## src/rtl/fetch_unit.sv

```systemverilog
// Instruction fetch stage: owns the PC, issues in-order imem requests and
// buffers up to DEPTH in-flight/returned words ahead of the fetch/decode register.
module fetch_unit #(
    parameter logic [31:0] RESET_PC = 32'h0000_0000,
    parameter int          DEPTH    = 2,
    parameter logic [31:0] NOP_INST = 32'h0000_0013
) (
    input  logic        clk,
    input  logic        rstn,
    output logic        imem_req,
    output logic [31:0] imem_addr,
    input  logic        imem_gnt,
    input  logic        imem_rvalid,
    input  logic [31:0] imem_rdata,
    input  logic        redirect_en,
    input  logic [31:0] redirect_pc,
    input  logic        stall,
    output logic [63:0] fetch_dec_reg,
    output logic        fetch_valid
);
    localparam int AW  = (DEPTH > 1) ? $clog2(DEPTH) : 1;
    localparam int CW  = AW + 1;
    localparam int CW1 = CW + 1;
    localparam logic [CW1-1:0] DEPTH_C = CW1'(DEPTH);

    logic [31:0]   r_pc;
    logic [31:0]   r_buf_pc  [DEPTH];
    logic [31:0]   r_buf_ins [DEPTH];
    logic [AW-1:0] r_rd_ptr;
    logic [AW-1:0] r_wr_ptr;
    logic [CW-1:0] r_count;
    logic [CW-1:0] r_unfilled;
    logic [CW-1:0] r_drop;
    logic [63:0]   r_fdr;
    logic          r_fvalid;

    logic          w_alloc;
    logic          w_fill;
    logic          w_drop_rsp;
    logic          w_pop;
    logic          w_head_filled;
    logic [AW-1:0] w_fill_idx;

    // Entries fill strictly in order, so filled entries always form a prefix
    // of the queue: the head is filled whenever some entry is not unfilled.
    assign w_head_filled = r_count > r_unfilled;
    assign imem_req      = rstn && !redirect_en &&
                           (({1'b0, r_count} + {1'b0, r_drop}) < DEPTH_C);
    assign imem_addr     = r_pc;
    assign w_alloc       = imem_req && imem_gnt;
    assign w_drop_rsp    = imem_rvalid && (r_drop != '0);
    assign w_fill        = imem_rvalid && (r_drop == '0) && (r_unfilled != '0);
    assign w_pop         = !redirect_en && !stall && w_head_filled;
    assign w_fill_idx    = r_wr_ptr - r_unfilled[AW-1:0];

    assign fetch_dec_reg = r_fdr;
    assign fetch_valid   = r_fvalid;

    // Payload storage needs no reset; occupancy is tracked by the counters.
    always_ff @(posedge clk) begin
        if (!redirect_en) begin
            if (w_alloc) r_buf_pc[r_wr_ptr]    <= r_pc;
            if (w_fill)  r_buf_ins[w_fill_idx] <= imem_rdata;
        end
    end

    always_ff @(posedge clk or negedge rstn) begin
        if (!rstn) begin
            r_pc       <= RESET_PC;
            r_rd_ptr   <= '0;
            r_wr_ptr   <= '0;
            r_count    <= '0;
            r_unfilled <= '0;
            r_drop     <= '0;
            r_fdr      <= {NOP_INST, 32'h0};
            r_fvalid   <= 1'b0;
        end else if (redirect_en) begin
            // Every request still unanswered after this cycle's response
            // must have its data thrown away when it eventually returns.
            r_pc       <= redirect_pc & ~32'h3;
            r_rd_ptr   <= '0;
            r_wr_ptr   <= '0;
            r_count    <= '0;
            r_unfilled <= '0;
            r_drop     <= r_drop + r_unfilled - CW'(w_fill | w_drop_rsp);
            r_fdr      <= {NOP_INST, 32'h0};
            r_fvalid   <= 1'b0;
        end else begin
            if (w_alloc) begin
                r_pc     <= r_pc + 32'd4;
                r_wr_ptr <= r_wr_ptr + AW'(1);
            end
            if (w_drop_rsp) r_drop <= r_drop - CW'(1);
            r_count    <= r_count + CW'(w_alloc) - CW'(w_pop);
            r_unfilled <= r_unfilled + CW'(w_alloc) - CW'(w_fill);
            if (!stall) begin
                if (w_pop) begin
                    r_fdr    <= {r_buf_ins[r_rd_ptr], r_buf_pc[r_rd_ptr]};
                    r_fvalid <= 1'b1;
                    r_rd_ptr <= r_rd_ptr + AW'(1);
                end else begin
                    r_fdr    <= {NOP_INST, 32'h0};
                    r_fvalid <= 1'b0;
                end
            end
        end
    end
endmodule
```

## config.mk

```make
export PLATFORM = sky130hd
export DESIGN_NAME = fetch_unit
export DESIGN_NICKNAME = d
export VERILOG_FILES = /design/src/rtl/fetch_unit.sv
export SDC_FILE = /design/constraint.sdc
export NUM_CORES = 1
export LEC_CHECK = 0
export CAP_MARGIN = 5
export CELL_PAD_IN_SITES_DETAIL_PLACEMENT = 1
export CELL_PAD_IN_SITES_GLOBAL_PLACEMENT = 2
export CORE_MARGIN = 3
export CORE_UTILIZATION = 35
export CTS_CLUSTER_SIZE = 8
export DETAILED_ROUTE_END_ITERATION = 8
export HOLD_SLACK_MARGIN = 0.02
export PLACE_DENSITY_LB_ADDON = 0.3
export SKIP_CTS_REPAIR_TIMING = 1
export SYNTH_ARGS = -nofsm -noshare
export SYNTH_HDL_FRONTEND = slang
export SYNTH_SLANG_ARGS = --single-unit
```

## constraint.sdc

```tcl
create_clock -name clk -period 4.8 [get_ports clk]
set_input_delay 0.72 -clock clk [delete_from_list [all_inputs] [get_ports clk]]
set_output_delay 0.72 -clock clk [all_outputs]
set_load 0.02 [all_outputs]
```

==> metrics.md, run 1 <==
| Metric | Value |
|---|---|
| Status | finished, final reports clean |
| IO Port Bufs | 163 |
| Synth warn | 0 |
| Rel. slew slack | 21.29% |
| Post-synth top area share | approximately 41% |
| Layout cells sized above 1 | under 10% |
| DR iter-0 viols | between 200 and 300 |
| Clock Path Buffers | 3 |
| Rows | a little under 60 |
| Reg2reg path depth | 7 |
| Core ar. | 25180 um2 |
| Post-route setup TNS | 0 ns |
| Register bit total from synthesis | around 230 |
| Initial antenna violation count | 0 |
| WL met2 | approximately 12 mm |
| Critical path arrival | around 2.6 ns |
| Critical path class | flop to primary output |
| H-tree levels | 2 |
| Number of flops mapped to enable cells by yosys | between 100 and 150 |
| Worst reg2reg setup slack | between 1.5 and 2 ns |
| F_max | 305.8 MHz |
| Die Area | between 20000 and 30000 um2 |
| Register area | about 6300 um2 |
| RSZ-0062 raised after global routing | false |
| Unique masters post-synth | 42 |
| Filler Cell Count | 2564 |
| Die height | around 170 um |
| Post-synth top area cell | edfxtp_1 |
| Crit start category | flop |
| Die width | 166.3 um |
| CP max stage delay | 0.67 ns |
| Total of max-cap violations | 0 |
| Critical Path RT | slightly above 4 ns |
| Lkg Pwr | between 4 and 5 nW |
| DRT Pass-1 Iters | 4 |
| Placed Cells incl. Taps | 1136 |
| Worst skew pair latency | between 0.4 and 0.5 ns |
| Max reg flops | 64 |
| Area occupied by multi-input gates | roughly 2500 um2 |
| Final Non-Filler Cells | around 1200 |
| HPWL Detailed | ~15 mm |
| CP max FO | 4 |
| Max Clock Skew | about 0.017 ns |
| PwrDens | slightly below 500 nW/um2 |
| Clock slew at reported path FFs | roughly 0.050 ns |
| Syn_area_per_cell | between 10 and 15 um2 |
| Worst Setup End Kind | primary output |
| Total power | approximately 5.8 mW |
| Layout area overhead | 33.51% |
| Hold Crit Class | input pin to async pin |
| Crit Reg-Reg Startpoint | r_drop[0] |
| Largest net degree at the start of global routing | between 70 and 80 |
| Mean routed wirelength per cell | around 20 um |
| DR top layer | met4 |
| DR vias | around 6000 |
| Count leader, synth | edfxtp_1 |
| # IOs | about 170 |
| Vias in the first global route | between 6000 and 7000 |
| Synth area leaders | edfxtp_1 (41%), dfrtp_1 (28%), mux2i_1 (7.0%) |
| Post-DRT Antenna Nets | 0 |
| Setup Viol. Count Final | 0 |
| Max Slew Vio Count | 0 |
| Remaining Overflow, GRT | 0 |
| Worst reg2reg path endpoint | imem_addr[31] |
| Inserted Clock Buffers | 34 |
| First-pass GRT wire length | around 37 mm |
| CTS tree | yes |
| Routability cong. | 0.8011 |
| Netlist Area Pre-Place | 8989 um2 |
| Fin crit period | roughly 3.3 ns |
| Post-layout net count | just over 900 |
| Sequential share of the synthesized area | between 60% and 70% |
| Vias per cell | about 5 |
| Critical path's slowest cell | clkdlybuf4s50_1 |
| Peak VDD IR | 252.4 uV |
| Clk root buf | clkbuf_16 |
| Final wirelength | between 20 and 25 mm |
| Hold Vio Cnt, Final | 0 |
| Post-synth top flop | edfxtp_1 |
| Wl on met1 | about 10 mm |
| Cell Chain, Critical Path | inv_1, nor2_1, fa_1, nor4b_1, clkdlybuf4s50_1 |
| Least-Margin Pin Slew | 1.181 ns |
| Initial Utilization | a little over a third |
| Drc violations | 0 |
| Syn Inst Count | 671 |
| Layout Utilization | 47.65% |
| Crit share post-route | about two thirds |
| CTS sink count | 226 |
| Commonest cells in the netlist | edfxtp_1 (124), dfrtp_1 (99), nand2_1 (86) |
| Post-synth ARST share | a little under half |
| Met3 WL | around 1.0 mm |
| Total track usage | between 15 and 20% |
[through the flow]
step / instance area (um2) / hold slack, ns / worst slack [ns]
after floorplan: 8992 / 0.4244 / 0.9599
after global placement: 10980 / 0.4582 / 1.663
after detailed placement: 10980 / 0.4649 / 1.608
after CTS: 12000 / 0.1766 / 1.455
after global routing: 12000 / 0.1909 / 1.373
final: 12000 / 0.1797 / 1.530
[worst max-delay path, delay by kind of cell, from the launching register on]
family                     cells  cell delay, ns
adders and majority gates      1            0.48
and+or+nand+nor                2            0.42
DFF                            1            0.36
buffers and inverters          2            0.81
[layout by cell type, fill, tap and decap left out, types with 3 or more instances in the layout]
master           Yosys  routed
dfrtp_1             99      98
nand3_1             13      13
a31oi_1             16      16
nor2b_1              4       3
nor4_1               5       5
ha_1                10      10
and4_1               3       3
o21ai_0             73      73
edfxtp_1           124     124
or4_1               16      16
nand2_1             86      86
mux2i_1             63      63
a21oi_1              4       4
xnor2_1             14      14
inv_1               15      15
clkbuf_1            26      23
dfstp_2              3       3
or3_1                4       4
xor2_1               8       8
nand4_1              8       8
o31ai_1             12      12
o21ai_1              5       4
clkbuf_16            0      37
clkdlybuf4s50_1      0     162
buf_4                3      10
nor2_1              26      25
[how the worst max path moves through the flow]
stage / from / endpoint / slack (ns) / cells after the start
after global placement: redirect_en / imem_req / 1.66 / 4
after global routing: r_count[0] / imem_req / 1.37 / 5
final: r_drop[0] / imem_req / 1.53 / 5
after detailed placement: redirect_en / imem_req / 1.61 / 4
after CTS: r_drop[0] / imem_req / 1.45 / 5
after floorplan: redirect_en / r_buf_ins[1][0] / 0.96 / 3
[metal layers]
metal | vias up | track usage, %
met4 | 0 | 4.484
met1 | 3000 | 22.39
met2 | 166 | 28.90
met3 | 33 | 3.071
met5 | - | 0
li1 | 2792 | -
[power breakdown]
part           switching [mW]  total, mW  internal [mW]
Sequential              0.270       2.51           2.24
Combinational           0.515       1.04          0.525
Clock                   0.800       2.22           1.42
[cells by family after synthesis]
group                      Yosys count  synth area share, %
DFF                                226                69.86
and+or+nand+nor                    179                9.633
AOI/OAI and AO/OA                  115                7.127
muxes                               64                7.141
buffers and inverters               53                2.436
xor gates and xnor gates            22                2.144
adders and majority gates           11                1.615
other                                1              0.04172
[final cells by class]
cell class              instances  share of cell area [%]
diodes                          1                 0.02085
clock buffers                  60                   8.435
clock inverters                 1                 0.07298
inverters                      15                  0.4692
multi-input cells             393                   21.06
flip-flops and latches        226                   52.36
well taps                     330                   3.441
repair buffers                172                   14.14
Power figures use the tool's default switching activity.
==> inputs of run 2 (changes only) <==
- CORE_UTILIZATION: 35 -> 32
- clock period: 4.8 -> 2.9 ns (I/O delays scaled with it)
==> metrics.md, run 2 (synthesized netlist as in run 1, its figures left out) <==
| Metric | Value |
|---|---|
| Worst reg2reg path endpoint | imem_addr[31] |
| Remaining Overflow, GRT | 0 (unchanged) |
| Worst skew pair latency | 0.49 ns (about the same) |
| RSZ-0062 raised after global routing | false |
| Die height | 173.6 um (+4.4%) |
| Largest net degree at the start of global routing | 71 (-2.7%) |
| Total of max-cap violations | 0 (unchanged) |
| Rel. slew slack | 32.52% (+11 points) |
| Vias per cell | 4.827 (-3.5%) |
| DR vias | 6019 (+0.47%) |
| Die Area | 30140 um2 (+9.0%) |
| Commonest non-fill, non-tap cell in the layout | clkdlybuf4s50_1 |
| CTS tree | yes |
| IO Port Bufs | 163 (unchanged) |
| Area occupied by multi-input gates | 2547 um2 (+0.79%) |
| Initial Utilization | 32.98% (-2.7 points) |
| Status | finished, final reports clean |
| Layout cells sized above 1 | 7.886% (+0.85 points) |
| Filler Cell Count | 2789 (+8.8%) |
| Max reg flops | 64 (unchanged) |
| Rows | 60 (+3.4%) |
| Max Slew Vio Count | 0 (unchanged) |
| Lkg Pwr | 4.439 nW (+1.7%) |
| Post-DRT Antenna Nets | 0 (unchanged) |
| Fin crit period | 2.775 ns |
| F_max | around 360 MHz |
| Clock slew at reported path FFs | 0.05 ns (about the same) |
| Total track usage | 15.97% (-0.93 points) |
| Routability cong. | 0.7856 (-1.9%) |
| CP max FO | 4 (unchanged) |
| Critical path's slowest cell | or4_4 |
| Layout area overhead | 35.52% |
| Final wirelength | 23.94 mm (+1.6%) |
| Clock Path Buffers | 3 (unchanged) |
| Drc violations | 0 (unchanged) |
| DRT Pass-1 Iters | 4 (unchanged) |
| HPWL Detailed | 15.77 mm (+3.1%) |
| # diodes | 0 (-1) |
| Initial antenna violation count | 1 (+1) |
| Total power | 9.620 mW (+67%) |
| Die width | 173.6 um (+4.4%) |
| Hold Crit Class | input pin to async pin |
| # IOs | 168 (unchanged) |
| CTS sink count | 226 (unchanged) |
| Cell Chain, Critical Path | inv_1, nor2_1, fa_1, nand4bb_2, or4_4, or4_1, a31oi_1 |
| Crit-path leading delay family | simple AND/OR/NAND/NOR gates |
| Most frequent cells in the layout | clkdlybuf4s50_1 (161), edfxtp_1 (124), dfrtp_1 (98), nand2_1 (86), o21ai_0 (73) |
| Setup Viol. Count Final | 0 (unchanged) |
| First-pass GRT wire length | 38.19 mm (+2.4%) |
| Critical path class | flop to flop |
| PwrDens | 789.7 nW/um2 (+64%) |
| DR iter-0 viols | 306 (+15%) |
| Buf+Inv Stages, Crit Path | 1 (-1) |
| Crit Reg-Reg Startpoint | r_drop[0] |
| Worst Setup End Kind | flop |
| Mean routed wirelength per cell | 19.20 um (-2.4%) |
| Core ar. | 27250 um2 (+8.2%) |
| Vias in the first global route | 6611 (+0.091%) |
| Crit share post-route | about 96% |
| Peak VDD IR | 312.9 uV (+24%) |
| Hold Vio Cnt, Final | 0 (unchanged) |
| Reg2reg path depth | 7 (unchanged) |
| Critical Path RT | 3.31 ns (-0.77 ns) |
| Critical path arrival | 3.19 ns (+0.64 ns) |
| Least-Margin Pin Slew | 1.012 ns (-0.1684 ns) |
| Layout Utilization | 44.70% (-3.0 points) |
| Crit start category | flop |
| Post-layout net count | 930 (+0.76%) |
| H-tree levels | 2 (unchanged) |
| Inserted Clock Buffers | 34 (unchanged) |
| Register area | 6284 um2 (unchanged) |
| CP max stage delay | 0.61 ns (-0.06 ns) |
| Max Clock Skew | 0.01307 ns (-0.003994 ns) |
| Clk root buf | clkbuf_16 |
| Worst reg2reg setup slack | 0.12 ns (-1.63 ns) |
[run 2: changes by cell type in the layout (fill, tap and decap cells not counted), sizes merged]
cell           before  now
buf                10   16
clkbuf             60   61
clkdlybuf4s50     162  161
diode               1    0
dlygate4sd3         0    1
dlymetal6s2s        0    1
[run 2: per-layer routing]
layer	GRT usage, %	routed length (um)	vias up
met3	3.066	1083	35
li1	-	-	2809
met1	21.62	10930	3018
met5	0	13	-
met4	5.094	482	2
met2	26.07	11430	155
[run 2: worst max path at each step]
stage,startpoint,end,depth (start not counted)
after floorplan,r_drop[0],r_buf_pc[1][10],6
after global placement,r_drop[0],imem_addr[31],7
after detailed placement,r_drop[0],imem_addr[31],7
after CTS,r_drop[0],imem_req,5
after global routing,r_drop[0],imem_addr[31],7
final,r_drop[0],imem_addr[31],7
[run 2: area by class of cell]
class	instances	area share, %
flip-flops and latches	226	51.58
multi-input cells	393	20.91
clock buffers	61	8.340
well taps	372	3.821
repair buffers	179	14.81
inverters	15	0.4622
clock inverters	1	0.07190
[run 2: worst reg2reg max path, cell delays in order (launching register included)]
cell       delay, ns
dfrtp_1         0.35
inv_1           0.14
nor2_1          0.07
fa_1            0.49
nand4bb_2       0.34
or4_4           0.61
or4_1           0.53
a31oi_1         0.18
[run 2: report_power, final]
group | switching [mW] | total, mW | internal [mW]
Clock | 1.33 | 3.68 | 2.35
Sequential | 0.399 | 4.11 | 3.71
Combinational | 0.926 | 1.82 | 0.898
[run 2: per-stage QoR]
stage / hold slack (ns) / setup WS [ns] / setup TNS (ns) / cell area [um2] / instances
after floorplan: 0.1394 / 0.01807 / 0 / 9005 / 672
after global placement: 0.2489 / 0.1137 / 0 / 11140 / 1184
after detailed placement: 0.2552 / 0.01252 / 0 / 11140 / 1184
after CTS: -0.2631 / -0.1387 / -0.1387 / 12160 / 1246
after global routing: 0.3357 / 0.01599 / 0 / 12180 / 1247
final: 0.3708 / 0.1249 / 0 / 12180 / 1247
